## config.mk

```make
export PLATFORM = sky130hd
export DESIGN_NAME = io_port_arbiter
export DESIGN_NICKNAME = d
export VERILOG_FILES = /design/src/rtl/io_port_arbiter.sv
export SDC_FILE = /design/constraint.sdc
export NUM_CORES = 1
export LEC_CHECK = 0
export ABC_AREA = 1
export ABC_CLOCK_PERIOD_IN_PS = 2420
export BUFFER_PORTS_ARGS = -buffer_cell sky130_fd_sc_hd__buf_2
export CORE_AREA = 2 2 101 103
export CTS_BUF_LIST = sky130_fd_sc_hd__clkbuf_4 sky130_fd_sc_hd__clkbuf_8 sky130_fd_sc_hd__clkbuf_16
export CTS_CLUSTER_DIAMETER = 40
export DETAILED_ROUTE_END_ITERATION = 10
export DIE_AREA = 0 0 103 105
export GPL_TIMING_DRIVEN = 0
export SLEW_MARGIN = 15
export SYNTH_ARGS = -nofsm -noshare
export SYNTH_HDL_FRONTEND = slang
export SYNTH_SLANG_ARGS = --single-unit
```

## constraint.sdc

```tcl
create_clock -name clk -period 2.42 [get_ports clk]
set_clock_uncertainty 0.05 [all_clocks]
set_input_delay 0.484 -clock clk [delete_from_list [all_inputs] [get_ports clk]]
set_output_delay 0.484 -clock clk [all_outputs]
set_load 0.03 [all_outputs]
```

## src/rtl/io_port_arbiter.sv

```systemverilog
// Two-master arbiter and three-phase access sequencer (IDLE/ACCESS/DONE) for the I/O port block.
// Define IO_ARB_ROUND_ROBIN_EN for round-robin tie-breaking; otherwise m0 has fixed priority.
module io_port_arbiter #(
  parameter int ADDR_W = 16,
  parameter int DATA_W = 16
) (
  input  logic              clk,
  input  logic              rst,
  input  logic              m0_req,
  input  logic              m0_we,
  input  logic [ADDR_W-1:0] m0_addr,
  input  logic [DATA_W-1:0] m0_wdata,
  output logic [DATA_W-1:0] m0_rdata,
  output logic              m0_ack,
  input  logic              m1_req,
  input  logic              m1_we,
  input  logic [ADDR_W-1:0] m1_addr,
  input  logic [DATA_W-1:0] m1_wdata,
  output logic [DATA_W-1:0] m1_rdata,
  output logic              m1_ack,
  output logic [ADDR_W-1:0] io_access_addr,
  output logic [DATA_W-1:0] io_in,
  output logic              io_write_en,
  output logic              io_read_en,
  input  logic [DATA_W-1:0] io_out
);

  typedef enum logic [1:0] {IDLE, ACCESS, DONE} state_t;

  state_t              state_q, state_d;
  logic                we_q, we_d;
  logic [ADDR_W-1:0]   addr_q, addr_d;
  logic [DATA_W-1:0]   wdata_q, wdata_d;
  logic                grant_q, grant_d;
  logic [DATA_W-1:0]   m0Rdata_q, m0Rdata_d;
  logic [DATA_W-1:0]   m1Rdata_q, m1Rdata_d;
  logic                winner;
  logic                anyReq;
  logic                isAccess;
  logic                portSpace;
  logic [DATA_W-1:0]   readVal;

  assign anyReq = m0_req | m1_req;

`ifdef IO_ARB_ROUND_ROBIN_EN
  logic lastGrant_q, lastGrant_d;

  // On a tie the master not granted last wins; a lone requester always wins.
  always_comb begin
    winner = 1'b1;
    if (m0_req) begin
      winner = m1_req ? ~lastGrant_q : 1'b0;
    end
    lastGrant_d = lastGrant_q;
    if ((state_q == IDLE) && anyReq) begin
      lastGrant_d = winner;
    end
  end

  always_ff @(posedge clk) begin
    if (rst) begin
      lastGrant_q <= 1'b1;
    end else begin
      lastGrant_q <= lastGrant_d;
    end
  end
`else
  assign winner = ~m0_req;
`endif

  // Non-port addresses complete without a strobe and return zero.
  assign portSpace = addr_q[ADDR_W-1];
  assign readVal   = portSpace ? io_out : '0;

  always_comb begin
    state_d   = state_q;
    we_d      = we_q;
    addr_d    = addr_q;
    wdata_d   = wdata_q;
    grant_d   = grant_q;
    m0Rdata_d = m0Rdata_q;
    m1Rdata_d = m1Rdata_q;
    case (state_q)
      IDLE: begin
        if (anyReq) begin
          state_d = ACCESS;
          grant_d = winner;
          we_d    = winner ? m1_we    : m0_we;
          addr_d  = winner ? m1_addr  : m0_addr;
          wdata_d = winner ? m1_wdata : m0_wdata;
        end
      end
      ACCESS: begin
        state_d = DONE;
        if (!we_q) begin
          if (grant_q) m1Rdata_d = readVal;
          else         m0Rdata_d = readVal;
        end
      end
      DONE:    state_d = IDLE;
      default: state_d = IDLE;
    endcase
  end

  always_ff @(posedge clk) begin
    if (rst) begin
      state_q   <= IDLE;
      we_q      <= 1'b0;
      addr_q    <= '0;
      wdata_q   <= '0;
      grant_q   <= 1'b0;
      m0Rdata_q <= '0;
      m1Rdata_q <= '0;
    end else begin
      state_q   <= state_d;
      we_q      <= we_d;
      addr_q    <= addr_d;
      wdata_q   <= wdata_d;
      grant_q   <= grant_d;
      m0Rdata_q <= m0Rdata_d;
      m1Rdata_q <= m1Rdata_d;
    end
  end

  // Port-side outputs decode only registered state, never the master inputs.
  assign isAccess       = (state_q == ACCESS);
  assign io_access_addr = isAccess ? addr_q  : '0;
  assign io_in          = isAccess ? wdata_q : '0;
  assign io_write_en    = isAccess &  we_q & portSpace;
  assign io_read_en     = isAccess & ~we_q & portSpace;
  assign m0_ack         = (state_q == DONE) & ~grant_q;
  assign m1_ack         = (state_q == DONE) &  grant_q;
  assign m0_rdata       = m0Rdata_q;
  assign m1_rdata       = m1Rdata_q;

endmodule

```

-- After elaboration in Yosys (flattened, before gate mapping)
Cells that the tools add are included.
- $add $sub $neg: 0
- multiply operators: 0
- div/mod/pow operators: 0
- order comparisons: 0
- equal/unequal tests: 3
- shifts and indexed selects: 0
- muxes and demuxes: 8
- bitwise logic cells: 10
- reductions and logical operators: 4
- operator list (kind ; count):
    $mux 16 ; 5
    $and 1x1->1 ; 6
    $reduce_and 3->1 ; 2
    $pmux 2 s2 ; 1
    $not 1->1 ; 3
    $eq 2x1->1 const B ; 1
    $eq 2x2->1 const B ; 1
    $logic_not 2->1 ; 1
    $mux 2 ; 1
    $ne 2x2->1 const B ; 1
    $reduce_and 2->1 ; 1
    $mux 1 ; 1
    $or 1x1->1 ; 1
- flip-flop bits (word level): 68
- latch bits: 0
- RAM bits: 0
- ROM bits: 0
- input port bits: 86
- output and inout port bits: 68
- word-level logic and storage cells: 32
- memories: 0

-- Logic depth before layout (Yosys ltp)
- depth after elaboration: 3
- gate-level depth with buffers: 7

-- Worst setup path after synthesis
Ideal clock, no wire load.
- path kind: register -> output
- start: reg addr_q[15]
- end: out io_write_en
- arrival time: 1402 ps
- setup slack: 484 ps
- cell stages (with the launch flop): 5
- path through: dfxtp_1 > buf_2 > buf_2 > inv_1 > nor3_1
- cells in the longest elaborated chain, start to end: 1
- ends and longest elaborated chain (element ; line ; RTL):
    start: declaration ; 32 ; logic [ADDR_W-1:0] addr_q, addr_d;
    start signal: assignment ; 117 ; addr_q <= addr_d;
    $and 1x1->1 ; 129 ; assign io_write_en = isAccess & we_q & portSpace;
    end: declaration ; 23 ; output logic io_write_en,
Every way passes these cells.

-- Worst setup path after layout
- start: reg state_q[0]
- end: out io_in[7]
- cells in the longest elaborated chain, start to end: 2
- ends and longest elaborated chain (element ; line ; RTL):
    start: declaration ; 30 ; state_t state_q, state_d;
    start signal: assignment ; 115 ; state_q <= state_d;
    $eq 2x1->1 ; 126 ; assign isAccess = (state_q == ACCESS);
    $mux 16 ; 128 ; assign io_in = isAccess ? wdata_q : '0;
    end: declaration ; 22 ; output logic [DATA_W-1:0] io_in,
Every way passes these cells.

==> out/metrics.yaml <==
grt_max_degree: 12
p_int_w: 0.00222
setup_tns_ns: 0
antennaDiodeCount: 0
finalNonFillerCells: 851
final_common_cell: "buf_2"
drive_gt1_frac: 0.283
dpl.cell_count: 835
htreeDepth: 3
drt_wl_total_um: 9920
critical_path_class: "flop to primary output"
clk_transition_reported_paths_ns: 0.07
routedWlPerCell_um: 11.7
switching_share: 0.306
dpl.hpwl_um: 7540
sequentialPowerShare: 0.400
cp-end-kind: "primary output"
grt_pass1_wl_um: 16100
fin_crit_sh: 0.927
die_w_um: 103
num_vias: 3719
cts_setup_buffers: 0
final-setup-viol-count: 0
fmax_mhz: 446
ff_latch_area_um2: 1360
placed_area_um2: 4270
ys_seq_elements: 68
cap_viol_max_count: 0
synth_cell_types: 19
start_util: 0.347
viasPerCell: 4.37
tightest_slew_ns: 0.502
first_iter_violations: 123
overflow: 0
postSynthCellCount: 550
numCtsBuffers: 9
ys_warn_count: 0
clkLatencyLatePin_ns: 0.33
final_cell_area_um2: 4530
relSlewSlack: 0.664
cpMaxStageDelayCell: "dfxtp_1"
powerDensity_nw_per_um2: 705
io_pins: 154
clock_sinks: 68
slew_viol_final: 0
p_clk_frac: 0.371
synth_edf_count: 0
grtUsageTotal: 0.188
cts_tree: "yes"
syn_area_per_cell_um2: 6.08
seq_area_frac_synth: 0.407
crit_required_ns: 1.89
cts_resized: 0
root_buffer: "clkbuf_8"
drt-pass1-iter-count: 4
core-area_um2: 9640
multiInputGateArea_um2: 1610
grt_pass1_vias: 3523
cp.arrival_ns: 1.71
critPathBufInv: 4
drcViolationCount: 0
netlist_area_um2: 3340
clockBufferDepth: 2
status: "completed"
hold_viol: 0
layout_common_cells: "buf_2, nor2_1, nand2_1, dfxtp_1, inv_1"
crit_path_max_fanout: 10
hold_buffers: 0
globalplace.congestion: 0.831
synthArstFlopShare: 0
final_antenna_net_count: 0
grt_antenna_before_repair: 0
p_sw_w: 0.000976
hp-class: "input pin to flop"
combinationalPowerShare: 0.229
fill_cells: 1111
nets: 799
irDropWorstVdd_mv: 0.269
dieArea_um2: 10800
syn_to_final_growth_pct: 35.5
rsz0062_at_grt: "false"
min_period_ns: 2.24
row_count: 36
utilization: 0.470
synthFlopType: "dfxtp_1"
fp.dieH_um: 105
start_kind: "flop"
crit_family: "buffers and inverters"
numPortBuffers: 152
synth.net_count: 636
critPathMaxStageDelay_ns: 0.44
leakagePower_nw: 2.57
cp_cell_sequence: "inv_2 -> nor2_4 -> inv_2 -> buf_2 -> nor2_1 -> buf_2"
## kinds of logic (layout without fill, tap and decap cells)
logic type | Yosys count | in the layout | share of synthesized area
AND/OR/NAND/NOR | 357 | 357 | 0.430
buffers and inverters | 91 | 259 | 0.112
flip-flops | 68 | 68 | 0.407
AO/OA/AOI/OAI | 34 | 34 | 0.0509
## registers in the layout, summed over array words and instances (netlist names)
register	count
we_q	1
state_q	2
grant_q	1
m1_rdata	16
addr_q	16
m0_rdata	16
wdata_q	16
## worst reg2reg max path, cell delays in order (launching register included)
cell and delay [ns]:
dfxtp_1 0.37, inv_2 0.11, nand2_1 0.10, nor2_4 0.19
inv_4 0.08, buf_2 0.20, nor2_1 0.12, nor2_1 0.05
## per-stage QoR
| step | total power (W) | hold slack, ns | setup slack [ns] |
|---|---|---|---|
| 2_1_floorplan | 0.00179 | 0.413 | 0.484 |
| 3_3_place_gp | 0.00202 | 0.409 | 0.458 |
| 3_5_place_dp | 0.00203 | 0.417 | 0.468 |
| 4_1_cts | 0.00322 | 0.262 | 0.0937 |
| 5_1_grt | 0.00338 | 0.281 | 0.0491 |
| 6_report | 0.00319 | 0.280 | 0.177 |
## metal layers
| metal | part of all wire | GRT usage | vias up |
|---|---|---|---|
| met1 | 0.45 | 0.233 | 1603 |
| met5 | 0 | 0 | - |
| met2 | 0.45 | 0.305 | 122 |
| li1 | - | - | 1983 |
| met4 | 0.012 | 0.0517 | 0 |
| met3 | 0.085 | 0.0689 | 11 |
## cells in the mapped netlist, types with 2 or more instances
| library cell | n | share of area |
|---|---|---|
| inv_1 | 51 | 0.057 |
| nand2_1 | 157 | 0.18 |
| clkbuf_1 | 7 | 0.0079 |
| nor2_1 | 168 | 0.19 |
| o21ai_1 | 6 | 0.0090 |
| nor2_2 | 2 | 0.0037 |
| buf_2 | 22 | 0.033 |
| buf_1 | 3 | 0.0034 |
| o21ai_0 | 28 | 0.042 |
| inv_2 | 5 | 0.0056 |
| nor2_4 | 2 | 0.0067 |
| dfxtp_1 | 68 | 0.41 |
| nand4_1 | 23 | 0.043 |
| nor3_1 | 3 | 0.0045 |
## area by class of cell
cell class / count / share of cell area
clock inverter: 4 / 0.0210
sequential: 68 / 0.301
buffer: 33 / 0.0343
tap: 133 / 0.0367
inverter: 58 / 0.0486
clock buffer: 12 / 0.0351
timing repair buffer: 152 / 0.168
multi-input combinational: 391 / 0.356
## path summary, 6_finish.rpt
kind	start	to	slack, ns	cells past startpoint
setup reg to reg	state_q[0]$_SDFFE_PP0P_	addr_q[8]$_SDFFE_PP0P_	1.05	7
hold reg to reg	m0_rdata[9]$_SDFFE_PP0P_	m0_rdata[9]$_SDFFE_PP0P_	0.43	2
setup / recovery	state_q[0]$_SDFFE_PP0P_	io_in[7]	0.18	6
hold / removal	rst	state_q[1]$_SDFFE_PP0P_	0.28	2
## power by group through the flow
stage                     clock, W  combinational (W)  sequential (W)
after detailed placement         0           0.000732         0.00130
after global placement           0           0.000726         0.00130
after CTS                  0.00121           0.000735         0.00128
after global routing       0.00127           0.000824         0.00129
final                      0.00118           0.000730         0.00128
after floorplan                  0           0.000426         0.00137
Power figures use the tool's default switching activity.
